--- config.mk ---
export PLATFORM = sky130hd
export DESIGN_NAME = dsp_ex_mem_stage
export DESIGN_NICKNAME = d
export VERILOG_FILES = /design/src/rtl/dsp_ex_mem_stage.sv
export SDC_FILE = /design/constraint.sdc
export NUM_CORES = 1
export LEC_CHECK = 0
export BUFFER_PORTS_ARGS = -buffer_cell sky130_fd_sc_hd__buf_2
export CAP_MARGIN = 40
export CORE_MARGIN = 2
export CORE_UTILIZATION = 39
export CTS_CLUSTER_DIAMETER = 60
export DETAILED_ROUTE_END_ITERATION = 10
export GPL_ROUTABILITY_DRIVEN = 0
export HOLD_SLACK_MARGIN = 0.1
export PLACE_DENSITY = 0.87
export SLEW_MARGIN = 0
export SYNTH_ARGS = -nofsm -noshare
export SYNTH_HDL_FRONTEND = slang
export SYNTH_SLANG_ARGS = --single-unit
--- constraint.sdc ---
create_clock -name clk -period 1.9 [get_ports clk]
set_input_delay 0.095 -clock clk [delete_from_list [all_inputs] [get_ports clk]]
set_output_delay 0.095 -clock clk [all_outputs]
set_load 0.02 [all_outputs]
--- src/rtl/dsp_ex_mem_stage.sv ---
// Execute-to-memory pipeline register with store-to-load bank turnaround,
// load-use hazard detection and bypass of results that are already final.
//
// state | meaning
// ------+-----------------------------------------------------------------
// RUN   | normal flow; a presented instruction is captured on every edge
// TURN  | one bubble was just inserted after a store; accept the re-presented load
module dsp_ex_mem_stage (
    input  logic        clk,
    input  logic        rst,
    input  logic        in_valid,
    output logic        in_ready,
    input  logic [15:0] alu_result_in,
    input  logic [15:0] data_s1_in,
    input  logic [15:0] data_s2_in,
    input  logic [2:0]  mem_mode_in,
    input  logic        write_back_en_in,
    input  logic [3:0]  dest_reg_in,
    input  logic [3:0]  src_a,
    input  logic [3:0]  src_b,
    input  logic        use_a,
    input  logic        use_b,
    input  logic        flush,
    output logic [15:0] alu_result,
    output logic [15:0] data_s1,
    output logic [15:0] data_s2,
    output logic [2:0]  mem_mode,
    output logic        write_back_en,
    output logic [3:0]  dest_reg,
    output logic        load_use_stall,
    output logic        fwd_valid,
    output logic [3:0]  fwd_reg,
    output logic [15:0] fwd_data
);

    localparam logic [2:0] MEM_NONE   = 3'd0;
    localparam logic [2:0] MEM_LD     = 3'd1;
    localparam logic [2:0] MEM_ST     = 3'd2;
    localparam logic [2:0] MEM_LD_IMM = 3'd3;

    typedef enum logic [0:0] {
        RUN  = 1'b0,
        TURN = 1'b1
    } state_t;

    state_t state_q;
    state_t state_d;
    logic   turn_hit;
    logic   mode_known;
    logic   capture;

    // Bit 15 of the address selects the SRAM bank; only a same-bank load
    // directly behind a store needs the turnaround bubble.
    assign turn_hit   = in_valid && (mem_mode == MEM_ST) && (mem_mode_in == MEM_LD)
                        && (data_s1_in[15] == data_s1[15]);
    assign mode_known = (mem_mode_in <= MEM_LD_IMM);

    // Next-state and handshake decode
    always_comb begin
        state_d  = RUN;
        in_ready = 1'b0;
        capture  = 1'b0;
        if (!rst) begin
            in_ready = 1'b1;
            if ((state_q == RUN) && turn_hit) begin
                in_ready = 1'b0;
                state_d  = TURN;
            end
            capture = in_ready && in_valid && mode_known;
        end
    end

    // State and instruction register; reset, then flush, win over capture
    always_ff @(posedge clk) begin
        if (rst || flush) begin
            state_q       <= RUN;
            alu_result    <= '0;
            data_s1       <= '0;
            data_s2       <= '0;
            mem_mode      <= MEM_NONE;
            write_back_en <= 1'b0;
            dest_reg      <= '0;
        end else begin
            state_q <= state_d;
            if (capture) begin
                alu_result    <= alu_result_in;
                data_s1       <= data_s1_in;
                data_s2       <= data_s2_in;
                mem_mode      <= mem_mode_in;
                write_back_en <= write_back_en_in;
                dest_reg      <= dest_reg_in;
            end else begin
                alu_result    <= '0;
                data_s1       <= '0;
                data_s2       <= '0;
                mem_mode      <= MEM_NONE;
                write_back_en <= 1'b0;
                dest_reg      <= '0;
            end
        end
    end

    // Hazard and bypass outputs from the held instruction; silenced in reset
    always_comb begin
        load_use_stall = 1'b0;
        fwd_valid      = 1'b0;
        fwd_reg        = dest_reg;
        fwd_data       = (mem_mode == MEM_LD_IMM) ? data_s1 : alu_result;
        if (!rst) begin
            load_use_stall = (mem_mode == MEM_LD)
                             && ((use_a && (src_a == dest_reg)) || (use_b && (src_b == dest_reg)));
            fwd_valid      = (write_back_en && (mem_mode == MEM_NONE)) || (mem_mode == MEM_LD_IMM);
        end
    end

endmodule

==> results of run 1 <==
-- through the flow --
| step | setup WS, ns | instances |
|---|---|---|
| 6_report | 0.08357 | 449 |
| 5_1_grt | 0.009740 | 449 |
| 4_1_cts | 0.06777 | 449 |
| 3_5_place_dp | 0.1325 | 377 |
| 3_3_place_gp | 0.2058 | 377 |
| 2_1_floorplan | 0.2128 | 168 |
-- cell usage after synthesis --
library cell  number  area [um^2]
nor3b_1            2        15.01
nor2_1             1        3.750
nand2_1            2        7.510
a21oi_1            2        10.01
a31oi_1            1        6.260
dfxtp_1           57         1141
clkbuf_1           1        3.750
nor3_1             1        5.000
nand2b_1           1        6.260
nor4b_1            1        8.760
and2_1            55        344.1
nor3_2             1        10.01
nand3_1            2        10.01
or4b_1             1        10.01
nor2b_2            1        8.760
xor2_1             9        78.83
buf_4              4        30.03
mux2_2             2        22.52
conb_1             1        3.750
nor4_1             2        12.51
mux2_1            14        157.7
nor2b_1            1        6.260
buf_6              5        56.30
nand3b_1           1        7.510
-- cells by family after synthesis --
logic type,after synthesis,share of synthesized area (%)
AOI/OAI and AO/OA,3,0.8277
xor gates and xnor gates,9,4.010
buffers and inverters,10,4.583
DFF,57,58.05
muxes,16,9.166
other,1,0.1908
and+or+nand+nor,72,23.17
-- power groups by stage --
| stage | logic [W] | clock network (W) | registers [W] |
|---|---|---|---|
| 2_1_floorplan | 0.0000539 | 0 | 0.00128 |
| 3_3_place_gp | 0.000175 | 0 | 0.00125 |
| 3_5_place_dp | 0.000178 | 0 | 0.00125 |
| 4_1_cts | 0.000266 | 0.00108 | 0.00123 |
| 5_1_grt | 0.000293 | 0.00114 | 0.00123 |
| 6_report | 0.000271 | 0.00105 | 0.00123 |
-- worst max path at each step --
stage | start | end | slack, ns
global placement | mem_mode[0] | alu_result[14] | 0.21
detailed placement | mem_mode[0] | alu_result[4] | 0.13
CTS | mem_mode_in[0] | in_ready | 0.07
global route | mem_mode[0] | in_ready | 0.01
finish | mem_mode_in[0] | in_ready | 0.08
floorplan | mem_mode[0] | alu_result[0] | 0.21
-- what timing repair did --
action                     4_1_cts  5_1_grt
hold endpoints to repair        55        0
hold buffers                    56        0
resized for setup                0        1
setup endpoints to repair        0        4
-- worst max-delay path, stage by stage --
cell,delay (ns)
dlygate4sd3_1,0.53
buf_2,0.10
or4b_1,0.51
nor3_4,0.23
a21oi_1,0.09
buf_2,0.16
-- cell type report --
| type | instances | area [um^2] |
|---|---|---|
| clock buffers | 14 | 182.7 |
| clock inverters | 2 | 10.01 |
| fillers | 351 | 1284 |
| multi-input cells | 101 | 740.7 |
| flip-flops and latches | 57 | 1141 |
| well taps | 67 | 83.83 |
| repair buffers | 208 | 1344 |
-- routing by layer --
layer / global-route usage [%] / wire [um] / share of wire (%) / vias up
li1: - / - / - / 952
met4: 8.730 / 160 / 2.8 / 0
met1: 19.55 / 2059 / 36 / 860
met2: 38.89 / 3125 / 55 / 90
met3: 7.363 / 384 / 6.7 / 15
met5: 0 / 0 / 0 / -
==> metrics.txt, run 1 <==
RSZ-0062 raised after global routing false; die width 75.00 um; Switching Share between 20% and 30%; area growth from synthesis to layout 78.17%; CTS Root Cell clkbuf_8; clk buf depth 2; Total Power 0.002544 W; Worst EP required between 1.5 and 2 ns; max-cap viol count 0; mapped cell area 1966 um^2; critical path class input pin to output pin; Tightest Pin Transition 0.5343 ns; Pleak ~1.9 nW; Final min period 1.816 ns; Netlist cell types 24; net switching power 0.0005491 W; DIE AREA 5624 um^2; achievable frequency roughly 0.55 GHz; most common cell after layout, fill and taps aside buf_2; worst hold slack 0.2391 ns; Synthesized Nets between 200 and 250; status finished, final reports clean; Int Pwr 0.001995 W; DRC Markers 0; DRT Pass-1 Iters 4; CP Launch Type input pin; largest net degree at the start of global routing 40; Data arrival, critical path 1.72 ns; GRT overflow 0; final instance area about 3500 um^2; DR iter-0 viols 28; Routed WL 5.729 mm; Final Hold Fails 0; Core ar. 4786 um^2; worst r2r dst data_s1[15]; post-CTS setup repair buffer count 0; Mean Syn Cell Area between 10 and 15 um^2; Slew Limit Fails 0; Vias per Instance 4.269; CTS Sinks 57; Cell Area, Placed 2743 um^2; worst hold start flush; most frequent cells in the layout 148 x buf_2, 57 x dfxtp_1, 56 x dlygate4sd3_1; clk_lat worst skew 0.31 ns; CTS tree yes; register area share after synthesis 58.05%; Initial Util 41.07%; Die Y roughly 75 um; sequential power share 48.2%; IO buf count 148; setup TNS 0 ns; Routed Antenna Nets 0; antenna violations before repair 0; Pwr Density 726.5 nW/um^2; Ports 149; Nets 447; Hold Crit Class input pin to flop; worst hold path stage count 4; Inserted Clock Buffers 9; Synth Register Bits 57; R2R depth 4; part of the cycle the worst path needs between 90% and 100%; DP HPWL approximately 3.5 mm; hold endpoint mem_mode[1]; slew margin rel. about 64%; YS warnings 0; Max H-tree Level 3; VDD IR max 0.0007150 V; CP max FO 3; first-pass GRT wire length 8.355 mm; biggest regs alu_result (16), data_s1 (16), data_s2 (16); Max Clock Skew around 0.0060 ns; Final setup viols 0; vias in the first global route 1954; global-route usage over all layers 20.44%; R2R Setup Slk 0.12 ns; RR Startpoint mem_mode[0]; combinational share of power 10.6%; Clk pwr share 41.1%; final core occ 73.18%; num rows 25; Gate Count Post-Synth roughly 170; n_diodes 0; Vias 1917; Clock transition at path regs 0.06 ns; Avg WL per Cell between 10 and 15 um; layout cell share with drive strength beyond 1 44.76%; crit end category output pin
Note: power is estimated with default switching activity, not from simulation.
==> run 2, diff against run 1 <==
Settings changed: SETUP_SLACK_MARGIN from default to 0.5.
==> metrics.txt, run 2 (same netlist as run 1, synthesis figures left out) <==
largest net degree at the start of global routing 17; CTS Sinks 57; Hold Crit Class input pin to flop; multi-input logic area 943.4 um^2; Worst EP required roughly 1.8 ns; clk buf depth 2; CTS Root Cell clkbuf_8; Data arrival, critical path 1.68 ns; Vias 2041; Die Y 75.00 um; antenna violations before repair 0; Slew Limit Fails 0; VDD IR max 0.0007215 V; vias in the first global route 2126; R2R depth 6; clk_lat worst skew 0.33 ns; Max H-tree Level 3; DRC Markers 0; n_diodes 0; biggest regs alu_result (16), data_s1 (16), data_s2 (16); first-pass GRT wire length roughly 10 mm; Final min period 1.771 ns; RR Startpoint mem_mode[0]; Tightest Pin Transition 0.5769 ns; DRT Pass-1 Iters 6; part of the cycle the worst path needs 93.19%; CTS tree yes; worst r2r dst data_s1[2]; slew margin rel. 61.37%; num rows 25; worst hold slack 0.2665 ns; setup TNS 0 ns; Total Power approximately 0.0026 W; area growth from synthesis to layout 91.28%; Clock transition at path regs 0.06 ns; DR iter-0 viols 65; most frequent cells in the layout 147 x buf_2, 56 x dlygate4sd3_1, 54 x dfxtp_1; Worst Setup EP in_ready; die width 75.00 um; DP HPWL 3.662 mm; critical path class flop to output pin; achievable frequency 0.5648 GHz; most common cell after layout, fill and taps aside buf_2; Vias per Instance between 4 and 5; Nets 458; crit end category output pin; Pleak 2.005 nW; R2R Setup Slk 0.17 ns; CP max FO 3; Ports 149; Initial Util 41.07%; CP Launch Type flop; Core ar. 4786 um^2; max-cap viol count 0; layout cell share with drive strength beyond 1 56.12%; Pwr Density between 600 and 700 nW/um^2; IO buf count 148; global-route usage over all layers 24.69%; Final setup viols 0; placed insts 375; Routed Antenna Nets 0; Avg WL per Cell 15.85 um; DIE AREA 5624 um^2; Inserted Clock Buffers 9; RSZ-0062 raised after global routing true; Routed WL 7.275 mm; final non-filler cell total around 460; critical path startpoint mem_mode[0]; Max Clock Skew 0.005080 ns; status finished, final reports clean; # fillers 295; GRT overflow 0; Final Hold Fails 0; register area 1147 um^2
==> run 2: cell count changes in the layout (fill, tap and decap cells not counted), sizes merged <==
cell    delta
clkbuf     -1
nor2b      +7
buf        +4
==> run 2: worst min path at each step <==
stage	start	end	slack, ns	depth (start not counted)
2_1_floorplan	data_s1_in[15]	data_s1[15]	0.21	2
3_3_place_gp	data_s2_in[3]	data_s2[3]	0.30	2
3_5_place_dp	data_s2_in[10]	data_s2[10]	0.30	2
4_1_cts	mem_mode_in[1]	data_s1[15]	0.21	4
5_1_grt	mem_mode_in[1]	data_s1[15]	0.29	4
6_report	mem_mode_in[1]	data_s1[15]	0.27	4
==> run 2: routing by layer <==
metal / part of all wire (%) / GRT usage, % / up-vias
met1: 36 / 26.28 / 953
met2: 55 / 45.22 / 84
met5: 0 / 0 / -
met4: 2.7 / 12.10 / 0
met3: 6.2 / 6.024 / 18
li1: - / - / 986
==> run 2: through the flow <==
| stage | worst slack, ns | util, % | cell area [um^2] |
|---|---|---|---|
| 3_5_place_dp | 0.1302 | 57.18 | 2736 |
| 5_1_grt | 0.09116 | 78.56 | 3760 |
| 2_1_floorplan | 0.3051 | - | 1997 |
| 3_3_place_gp | 0.2221 | 57.18 | 2736 |
| 6_report | 0.1294 | 78.56 | 3760 |
| 4_1_cts | 0.1772 | 74.56 | 3568 |
==> run 2: cell type report <==
type | count | area share, %
clock buffer | 13 | 4.792
timing repair buffer | 212 | 37.10
sequential | 57 | 30.52
multi-input combinational | 108 | 25.09
clock inverter | 2 | 0.2662
tap | 67 | 2.230
==> run 2: critical path, cell delays in order, from the launching register on <==
cell and delay, ns:
dfxtp_4 0.35, or4b_4 0.50, nor3_4 0.26, a21oi_2 0.08, buf_4 0.16
==> run 2: power breakdown <==
| group | total (W) | leakage, nW | internal [W] | switching, W |
|---|---|---|---|---|
| clock | 0.00108 | 0.100 | 0.000613 | 0.000462 |
| combinational | 0.000302 | 1.44 | 0.000182 | 0.000120 |
| sequential | 0.00123 | 0.463 | 0.00121 | 0.0000121 |
==> run 2: timing repair <==
action / 4_1_cts / 5_1_grt
hold buffers: 56 / 0
pin swaps: 3 / 0
buffers inserted: 4 / 2
resized for setup: 6 / 45
gates cloned: 3 / 4
endpoints found under the hold margin: 55 / 0
setup endpoints to repair: 71 / 73
==> run 3, diff against run 2 <==
Settings changed: CORE_ASPECT_RATIO from default to 1.4.
==> metrics.txt, run 3 (same netlist as run 1, synthesis figures left out) <==
num rows 30; global-route usage over all layers around a quarter; CTS Root Cell clkbuf_8; Tightest Pin Transition 0.9006 ns; DIE AREA 5632 um^2; Initial Util between 40 and 50%; Worst EP required 1.80 ns; antenna violations before repair 0; slew margin rel. roughly 40%; CTS Sinks 57; CTS tree yes; R2R Setup Slk 0.15 ns; most common cell after layout, fill and taps aside buf_2; area growth from synthesis to layout 88.92%; net switching power 0.0005841 W; critical path class flop to output pin; Inserted Clock Buffers 9; first-pass GRT wire length 10.43 mm; Nets 458; max-cap viol count 0; Max Clock Skew 0.006670 ns; setup TNS 0 ns; Die Y 88 um; GRT overflow 0; Final setup viols 0; Pwr Density 723.6 nW/um^2; Ports 149; vias in the first global route 2169; Int Pwr 0.002103 W; biggest regs alu_result (16), data_s1 (16), data_s2 (16); most frequent cells in the layout 146 x buf_2, 56 x dlygate4sd3_1, 50 x dfxtp_1; layout cell share with drive strength beyond 1 between 50% and 60%; CP Launch Type flop; DR iter-0 viols 29; DRT Pass-1 Iters 4; Final min period 1.780 ns; Vias between 2000 and 2500; crit end category output pin; clk buf depth 2; clk_lat worst skew 0.33 ns; combinational share of power 11.0%; part of the cycle the worst path needs 93.67%; achievable frequency 0.5619 GHz; Slew Limit Fails 0; worst hold slack 0.2419 ns; Data arrival, critical path approximately 1.7 ns; Core ar. 4842 um^2; Hold Crit Class input pin to flop; Max H-tree Level 3; IO buf count 148; RSZ-0062 raised after global routing true; Clock transition at path regs 0.06 ns; CP max FO 3; Switching Share 21.74%; VDD IR max roughly 0.0007 V; Clk pwr share 43.3%; DRC Markers 0; die width 64 um; status finished, final reports clean; n_diodes 0; Routed Antenna Nets 0; Pleak 1.980 nW; Vias per Instance 4.475; DP HPWL 3.781 mm; Routed WL 7.441 mm; Avg WL per Cell 16.28 um; largest net degree at the start of global routing 17; Final Hold Fails 0; sequential power share 45.6%
## run 3: cell count changes in the layout (fill, tap and decap cells not counted), sizes merged
| cell | change |
|---|---|
| buf | +1 |
| clkinv | -1 |
| clkbuf | +1 |
| nor2b | -1 |
| bufinv | +1 |
## run 3: metrics by stage
stage | utilization [%] | cells | setup WS, ns | power [W] | instance area, um^2
3_3_place_gp | 56.43 | 372 | 0.2425 | 0.001426 | 2733
5_1_grt | 76.69 | 457 | 0.03966 | 0.002774 | 3714
3_5_place_dp | 56.43 | 372 | 0.1710 | 0.001431 | 2733
4_1_cts | 75.37 | 455 | 0.1433 | 0.002681 | 3650
2_1_floorplan | - | 168 | 0.3051 | 0.001333 | 1997
6_report | 76.69 | 457 | 0.1203 | 0.002687 | 3714
## run 3: layout make-up
cell class	count	area [um^2]
timing repair buffer	213	1405
sequential	57	1155
fill	302	1129
multi-input combinational	107	865.8
clock buffer	14	172.7
tap	64	80.08
clock inverter	2	35.03
## run 3: timing repair
action	4_1_cts	5_1_grt
pin swaps	9	6
setup endpoints to repair	71	73
hold buffers	56	0
resized for setup	19	14
setup buffers	7	0
hold endpoints to repair	55	0
gates cloned	4	2
## run 3: power by group through the flow
stage          logic (W)  clock network, W  registers, W
4_1_cts         0.000281           0.00117       0.00123
5_1_grt         0.000316           0.00123       0.00123
3_5_place_dp    0.000178                 0       0.00125
6_report        0.000296           0.00116       0.00123
2_1_floorplan  0.0000552                 0       0.00128
3_3_place_gp    0.000174                 0       0.00125
## run 3: critical path, stage by stage (launching register included)
cell and delay [ns]:
dfxtp_1 0.31, or4b_4 0.54, nor3_4 0.27, a21oi_2 0.10, buf_6 0.14
## run 3: worst paths after layout
check / start / end / cells after the start
max: state_q / in_ready / 4
min: mem_mode_in[1] / data_s1[15] / 4
max reg2reg: state_q / dest_reg[0] / 6
min reg2reg: data_s1[15] / data_s1[15] / 1
## run 3: per-layer routing
layer  part of all wire [%]  track usage (%)
met5                      0                0
met4                    4.8            20.75
met3                    4.6            5.398
met2                     58            49.43
met1                     33            22.04
